[config.mk]
export PLATFORM = sky130hd
export DESIGN_NAME = x_top_uart_loader
export DESIGN_NICKNAME = d
export VERILOG_FILES = /design/src/rtl/x_top_uart_loader.sv
export SDC_FILE = /design/constraint.sdc
export NUM_CORES = 1
export LEC_CHECK = 0
export CAP_MARGIN = 10
export CORE_MARGIN = 2
export CORE_UTILIZATION = 50
export CTS_BUF_LIST = sky130_fd_sc_hd__clkbuf_16
export DETAILED_ROUTE_END_ITERATION = 10
export PLACE_DENSITY = 0.82
export SYNTH_ARGS = -nofsm -noshare
export SYNTH_HDL_FRONTEND = slang
export SYNTH_SLANG_ARGS = --single-unit
[constraint.sdc]
create_clock -name i_clk -period 3.04 [get_ports i_clk]
set_input_delay 0.608 -clock i_clk [delete_from_list [all_inputs] [get_ports i_clk]]
set_output_delay 0.608 -clock i_clk [all_outputs]
set_load 0.03 [all_outputs]
[src/rtl/x_top_uart_loader.sv]
// x_top_uart_loader: byte-stream frame parser placed after the UART receiver.
// Frames: 'W' + 4 address bytes + 4 data bytes (both little-endian) turn into a
// single 32-bit write on a valid/ready memory port. A 'G' byte sets the sticky
// run flag. Protocol problems (unknown command, overrun, timeout, bad checksum)
// set the sticky error flag.
// Optional feature macro: X_TOP_UART_LOADER_CSUM_EN adds a trailing XOR
// checksum byte to each write frame.
module x_top_uart_loader #(
    parameter int p_timeout = 100000
) (
    input  logic        i_clk,
    input  logic        i_nrst,
    input  logic        i_valid,
    input  logic [7:0]  i_data,
    output logic        o_mem_valid,
    input  logic        i_mem_ready,
    output logic [31:0] o_mem_addr,
    output logic [31:0] o_mem_wdata,
    output logic        o_run,
    output logic        o_err
);

    localparam int TW = $clog2(p_timeout + 1);
    localparam logic [TW-1:0] TIMEOUT_VAL = TW'(p_timeout);

`ifdef X_TOP_UART_LOADER_CSUM_EN
    typedef enum logic [2:0] {IDLE, ADDR, DATA, CSUM, WRITE} state_t;
`else
    typedef enum logic [2:0] {IDLE, ADDR, DATA, WRITE} state_t;
`endif

    state_t        state_reg, state_next;
    logic [1:0]    cnt_reg, cnt_next;
    logic [TW-1:0] timer_reg, timer_next;
    logic [31:0]   addr_reg, addr_next;
    logic [31:0]   wdata_reg, wdata_next;
    logic          valid_reg, valid_next;
    logic          run_reg, run_next;
    logic          err_reg, err_next;
`ifdef X_TOP_UART_LOADER_CSUM_EN
    logic [7:0]    csum_reg, csum_next;
`endif

    logic timeout;
    logic timed_state;

    // A byte arriving in the same cycle always beats the timeout.
    assign timeout = (timer_reg == TIMEOUT_VAL) && !i_valid;

`ifdef X_TOP_UART_LOADER_CSUM_EN
    assign timed_state = (state_reg == ADDR) || (state_reg == DATA) || (state_reg == CSUM);
`else
    assign timed_state = (state_reg == ADDR) || (state_reg == DATA);
`endif

    // State and datapath registers; async reset drops the write request at once.
    always_ff @(posedge i_clk or negedge i_nrst) begin
        if (!i_nrst) begin
            state_reg <= IDLE;
            cnt_reg   <= 2'd0;
            timer_reg <= '0;
            addr_reg  <= 32'd0;
            wdata_reg <= 32'd0;
            valid_reg <= 1'b0;
            run_reg   <= 1'b0;
            err_reg   <= 1'b0;
`ifdef X_TOP_UART_LOADER_CSUM_EN
            csum_reg  <= 8'd0;
`endif
        end else begin
            state_reg <= state_next;
            cnt_reg   <= cnt_next;
            timer_reg <= timer_next;
            addr_reg  <= addr_next;
            wdata_reg <= wdata_next;
            valid_reg <= valid_next;
            run_reg   <= run_next;
            err_reg   <= err_next;
`ifdef X_TOP_UART_LOADER_CSUM_EN
            csum_reg  <= csum_next;
`endif
        end
    end

    // Next-state, byte assembly, flag and timer logic.
    always_comb begin
        state_next = state_reg;
        cnt_next   = cnt_reg;
        addr_next  = addr_reg;
        wdata_next = wdata_reg;
        run_next   = run_reg;
        err_next   = err_reg;
`ifdef X_TOP_UART_LOADER_CSUM_EN
        csum_next  = csum_reg;
`endif

        case (state_reg)
            IDLE: begin
                if (i_valid) begin
                    if (i_data == 8'h57) begin
                        state_next = ADDR;
                        cnt_next   = 2'd0;
`ifdef X_TOP_UART_LOADER_CSUM_EN
                        csum_next  = 8'd0;
`endif
                    end else if (i_data == 8'h47) begin
                        run_next = 1'b1;
                    end else begin
                        err_next = 1'b1;
                    end
                end
            end
            ADDR: begin
                if (i_valid) begin
                    // Shifting in from the top leaves the first byte in [7:0].
                    addr_next = {i_data, addr_reg[31:8]};
                    cnt_next  = cnt_reg + 2'd1;
`ifdef X_TOP_UART_LOADER_CSUM_EN
                    csum_next = csum_reg ^ i_data;
`endif
                    if (cnt_reg == 2'd3) begin
                        state_next = DATA;
                    end
                end else if (timeout) begin
                    state_next = IDLE;
                    err_next   = 1'b1;
                end
            end
            DATA: begin
                if (i_valid) begin
                    wdata_next = {i_data, wdata_reg[31:8]};
                    cnt_next   = cnt_reg + 2'd1;
`ifdef X_TOP_UART_LOADER_CSUM_EN
                    csum_next  = csum_reg ^ i_data;
`endif
                    if (cnt_reg == 2'd3) begin
`ifdef X_TOP_UART_LOADER_CSUM_EN
                        state_next = CSUM;
`else
                        state_next = WRITE;
`endif
                    end
                end else if (timeout) begin
                    state_next = IDLE;
                    err_next   = 1'b1;
                end
            end
`ifdef X_TOP_UART_LOADER_CSUM_EN
            CSUM: begin
                if (i_valid) begin
                    if (i_data == csum_reg) begin
                        state_next = WRITE;
                    end else begin
                        state_next = IDLE;
                        err_next   = 1'b1;
                    end
                end else if (timeout) begin
                    state_next = IDLE;
                    err_next   = 1'b1;
                end
            end
`endif
            WRITE: begin
                // No backpressure upstream: a byte arriving now is lost.
                if (i_valid) begin
                    err_next = 1'b1;
                end
                if (i_mem_ready) begin
                    state_next = IDLE;
                end
            end
            default: begin
                state_next = IDLE;
            end
        endcase

        // Timer restarts on any byte or state change and saturates at the limit.
        timer_next = '0;
        if (timed_state && !i_valid && (state_next == state_reg)) begin
            if (timer_reg < TIMEOUT_VAL) begin
                timer_next = timer_reg + TW'(1);
            end else begin
                timer_next = timer_reg;
            end
        end

        // Registered request keeps every output flop-driven.
        valid_next = (state_next == WRITE);
    end

    assign o_mem_valid = valid_reg;
    assign o_mem_addr  = {addr_reg[31:2], 2'b00};
    assign o_mem_wdata = wdata_reg;
    assign o_run       = run_reg;
    assign o_err       = err_reg;

endmodule

After elaboration in Yosys (flattened, before gate mapping)

Index checks and enable logic that the tools add are counted.
W data, S select, Z words.

Add/sub/neg operators: 2
Multiply operators: 0
Divide/modulo/power cells: 0
Order comparisons: 1
Eq/ne operators: 18
Shift operators: 0
Mux-type cells: 22
Bitwise operators: 1
Reduce and logical (&&, ||, !) cells: 14

Operators by type and width:

| cell                    | count |
|---|---|
| $mux W17                | 2 |
| $mux W3                 | 8 |
| $add A17 B1 Y17 const B | 1 |
| $eq A17 B17 Y1 const B  | 1 |
| $lt A17 B17 Y1 const B  | 1 |
| $eq A8 B7 Y1 const B    | 2 |
| $ne A2 B2 Y1 const B    | 6 |
| $pmux W3 S4             | 1 |
| $eq A3 B2 Y1 const B    | 3 |
| $reduce_and A4 Y1       | 2 |
| $reduce_and A7 Y1       | 1 |
| $mux W1                 | 6 |
| $mux W2                 | 3 |
| $ne A2 B1 Y1 const B    | 3 |
| $pmux W2 S2             | 1 |
| $reduce_and A2 Y1       | 2 |
| $eq A3 B1 Y1 const B    | 1 |
| $eq A3 B3 Y1            | 1 |
| $logic_and A1 B1 Y1     | 3 |
| $logic_not A3 Y1        | 1 |
| $pmux W1 S3             | 1 |
| $reduce_bool A3 Y1      | 1 |
| $add A2 B1 Y2 const B   | 1 |
| $eq A2 B2 Y1 const B    | 1 |
| other kinds (5)         | 5 |

Bits in registers: 89
Latch bits: 0
Memory bits (writable): 0
ROM bits: 0
Bits of input ports: 12
Memories: 0

Depth between registers and ports, before layout

Depth after elaboration: 8
Gate-level depth with buffers: 7
Mapped depth without buffers: 6

Least setup slack after synthesis

OpenSTA, ideal clock, no wires.

Path kind: input port to flip-flop
From: input port i_valid
To: register addr_reg[25]
Setup time: 0.125 ns
Arrival: 1.595 ns
Setup slack: 1.321 ns
Stages: 4
Path buffers: 2
Cell sequence: nor4bb_1 clkbuf_1 buf_2 mux2_2

Longest elaborated chain between the ends: 1

Ends and longest elaborated chain:

| what                               | line | text |
|---|---|---|
| from (decl)                        | 13   | `input logic i_valid,` |
| $reduce_and A2 Y1 (no source line) | -    |  |
| to (signal assigned)               | 74   | `addr_reg <= addr_next;` |
| to (decl)                          | 35   | `logic [31:0] addr_reg, addr_next;` |

No other way between the ends.
A chain may end at the register's enable or synchronous reset.

Final worst setup path

From: register timer_reg[0]
To: register timer_reg[16]

Longest elaborated chain between the ends: 8
Elaborated cells between the ends (all ways): 13

Ends and longest elaborated chain:

| what                                                             | line     | text |
|---|---|---|
| from (decl)                                                      | 34       | `logic [TW-1:0] timer_reg, timer_next;` |
| from (signal assigned)                                           | 73       | `timer_reg <= timer_next;` |
| $eq A17 B17 Y1                                                   | 48       | `assign timeout = (timer_reg == TIMEOUT_VAL) && !i_valid;` |
| $logic_and A1 B1 Y1                                              | 48       |  |
| $mux W3                                                          | 124, 143 |  |
| $mux W3 (on tied branches)                                       | 130, 114 |  |
| $pmux W3 S4                                                      | 97       | `case (state_reg)` |
| $eq A3 B3 Y1                                                     | 179      | `if (timed_state && !i_valid && (state_next == state_reg)) begin` |
| $logic_and A1 B1 Y1                                              | 179      |  |
| $ne A2 B1 Y1 (no source line) / $mux W17 (equally long branches) | -        |  |

Several ways; a longest one is shown, not always the timed one. The select of a mux whose other input is x is not followed.

==> impl_metrics.ini <==
[setup_path]
reg2reg_depth = 6
crit_slowest_cell = o211ai_2
worst-path-max-fanout = 13
worstPathRequired_ns = 3.26
cp-end-kind = flip-flop
cpPeakStageDelay_ns = 0.54
r2r_end = timer_reg[16]
path_class = flip-flop to flip-flop
cp-startpoint = timer_reg[0]
start_kind = flip-flop
crit_chain = inv_1 > ha_1 > nor4bb_1 > nand3_1 > o211ai_2 > o21ba_2
r2r-start = timer_reg[0]
r2r_slack_ns = 0.80
arrival_ns = 2.46

[pwr]
clockPowerShare = 0.461
max-vdd-ir-drop_v = 0.000307
p_leak_nw = 2.28
p_sw_frac = 0.234
powerDensity_nw_per_um2 = 442
p_sw_mw = 0.538
seq_power_share = 0.508
p_comb_frac = 0.031
p_int_mw = 1.76

[clocking]
cts_setup_buffers = 0
clkTransAtPathRegs_ns = 0.06
clk-insertion-delay-late_ns = 0.34
htreeDepth = 3
cts_resized = 0
cts_tree = done
clockBufferDepth = 2
cts_buffers = 9
ctsHoldBuffers = 0
cts.sinks = 87
clockRootBuffer = clkbuf_16

[final_layout]
largest_reg_flops = 32
fin_nets = 413
antenna_cells = 0
fillers = 566
syn2layout_area_growth_pct = 29.5
design_area_sq_um = 5190
layout-drive-gt1-share = 0.248

[placed_design]
hpwlAfterDp_mm = 5.88
place.gp.congestion = 0.818
io_buffers = 76
placed_cell_area_sq_um = 4900

[synth]
ys_ff_latch = 87
syn_area_sq_um = 4010
yosysWarningCount = 0
synth_flop_cell = dfrtp_1
synth_cell_type_count = 56
ys_seq_area_frac = 0.543
syn_area_per_cell_sq_um = 12.4
async_reset_ff_frac = 1.00
synth_cells = 323
synth_edf_count = 0

[sta]
final_max_slew_viol_count = 0
period_minus_slack_ns = 2.24
tns_ns = 0
maxSlewHeadroom = 0.543
fmax_ghz = 0.447
finalCritPeriodShare = 0.736
rsz0062_at_grt = false
skew_ns = 0.00888
hold_viol_final = 0
tightest_slew_ns = 0.686
finalSetupViolCount = 0

[route]
vias = 2852
wirelength_mm = 8.92
drc = 0
post_drt_wl_per_cell_um = 17.7
drt-initial-drc-count = 79
ant_nets = 0
viasPerCell = 5.65
drtPass1Iterations = 6

[die]
start_util = 0.516
rows = 32
coreArea_sq_um = 7770
top_level_ports = 79
die_h_um = 93.5
die_w_um = 93.5
die-area_sq_um = 8750

[global_routing]
grt_use_met1 = 0.278
antenna_found_initial = 0
grtUsageMet2 = 0.342
grt_use_total = 0.215
grt_max_degree = 55
grt_pass1_wl_mm = 14.7
top_usage_layer = met2
grt-ovfl-total = 0
grtUsageMet3 = 0.0782
grt_pass1_vias = 2918

[run_status]
run_status = finished, final reports clean

[worst_hold_path]
hp-class = input pin to asynchronous set/reset pin

[flow_run]
drv_cap = 0
[layout by cell type (no fill, tap or decap), types with 3 or more instances in the layout]
cell type,count
ha_1,3
o21ai_0,10
clkbuf_16,9
dfrtp_1,87
inv_1,6
o21bai_1,3
nor4_1,6
nor2_1,7
inv_8,3
a211oi_2,3
clkdlybuf4s50_1,75
conb_1,3
buf_4,7
nand4_1,8
mux2i_1,10
nand3_1,16
mux2_2,62
a21oi_1,12
o2111ai_1,4
nand2_1,14
nor3_1,3
[per-stage QoR]
| step | setup WS, ns | util | hold WS, ns | cells | total power [mW] |
|---|---|---|---|---|---|
| global route | 0.640 | 0.668 | 0.359 | 505 | 2.37 |
| finish | 0.802 | 0.668 | 0.309 | 505 | 2.30 |
| CTS | 0.811 | 0.668 | 0.335 | 505 | 2.32 |
| floorplan | 1.32 | - | 0.312 | 325 | 1.21 |
| detailed placement | 0.510 | 0.631 | 0.465 | 489 | 1.26 |
| global placement | 0.511 | 0.631 | 0.463 | 489 | 1.26 |
[power groups by stage]
stage	clock, mW	combinational [mW]	sequential (mW)
after global routing	1.13	0.0800	1.17
after CTS	1.08	0.0734	1.17
after floorplan	0	0.0188	1.19
after detailed placement	0	0.0729	1.19
final	1.06	0.0716	1.17
after global placement	0	0.0719	1.19
[critical path: cells and delay by family (launching register included)]
kind	cells	cell delay [ns]
adders and majority gates	1	0.13
buffers and inverters	1	0.09
DFF	1	0.42
and+or+nand+nor	2	0.72
AOI/OAI and AO/OA	2	0.77
[how the worst max path moves through the flow]
stage          slack (ns)               to  cells past startpoint
2_1_floorplan        1.32     addr_reg[25]                      4
3_5_place_dp         0.51   o_mem_wdata[1]                      4
6_report             0.80    timer_reg[16]                      6
5_1_grt              0.64    timer_reg[16]                      6
3_3_place_gp         0.51  o_mem_wdata[30]                      4
4_1_cts              0.81    timer_reg[16]                      6
[routing by layer]
layer	vias to the layer above	wire length (um)
met5	-	0
met4	0	77
met3	7	689
met2	95	4330
met1	1413	3820
li1	1337	-
[cells in the mapped netlist (all sizes together), types with 2 or more instances]
cell      n  area, sq um
a21oi    13         68.8
clkbuf    6         22.5
mux2i    10          100
nor2b     2         12.5
a31oi     2         12.5
dfrtp    87         2180
nor3      3         15.0
buf      16         91.3
and3      2         12.5
nand2b    2         12.5
o21ai    11         55.1
inv       6         22.5
nand2    15         63.8
o21bai    3         22.5
nand3    16         80.1
nand4     8         50.1
ha        3         37.5
o211ai    3         27.5
a211oi    4         45.1
mux2     63          709
o2111ai   4         35.0
nor3b     2         15.0
nor4      7         58.8
and4      2         20.0
and2      3         18.8
nor2      8         32.5
nor4bb    4         40.0
nor4b     2         17.5
[logic make-up after synthesis]
kind of cell             Yosys count  share of synthesized area
AO/OA/AOI/OAI                     49                     0.0855
other                              1                   0.000935
XOR/XNOR                           1                    0.00219
adder cells (fa/ha/maj)            3                    0.00936
multiplexers                      73                      0.202
AND/OR/NAND/NOR                   81                      0.123
flip-flops                        87                      0.543
buffers and inverters             28                     0.0340
[cell type report]
class	instances	area (sq um)	share of cell area
Clock inverter	7	62.6	0.0121
Tap cell	102	128	0.0246
Inverter	6	22.5	0.00434
Sequential cell	87	2180	0.419
Multi-Input combinational cell	210	1730	0.334
Clock buffer	9	225	0.0434
Timing Repair Buffer	84	843	0.162
Note: power is estimated with default switching activity, not from simulation.
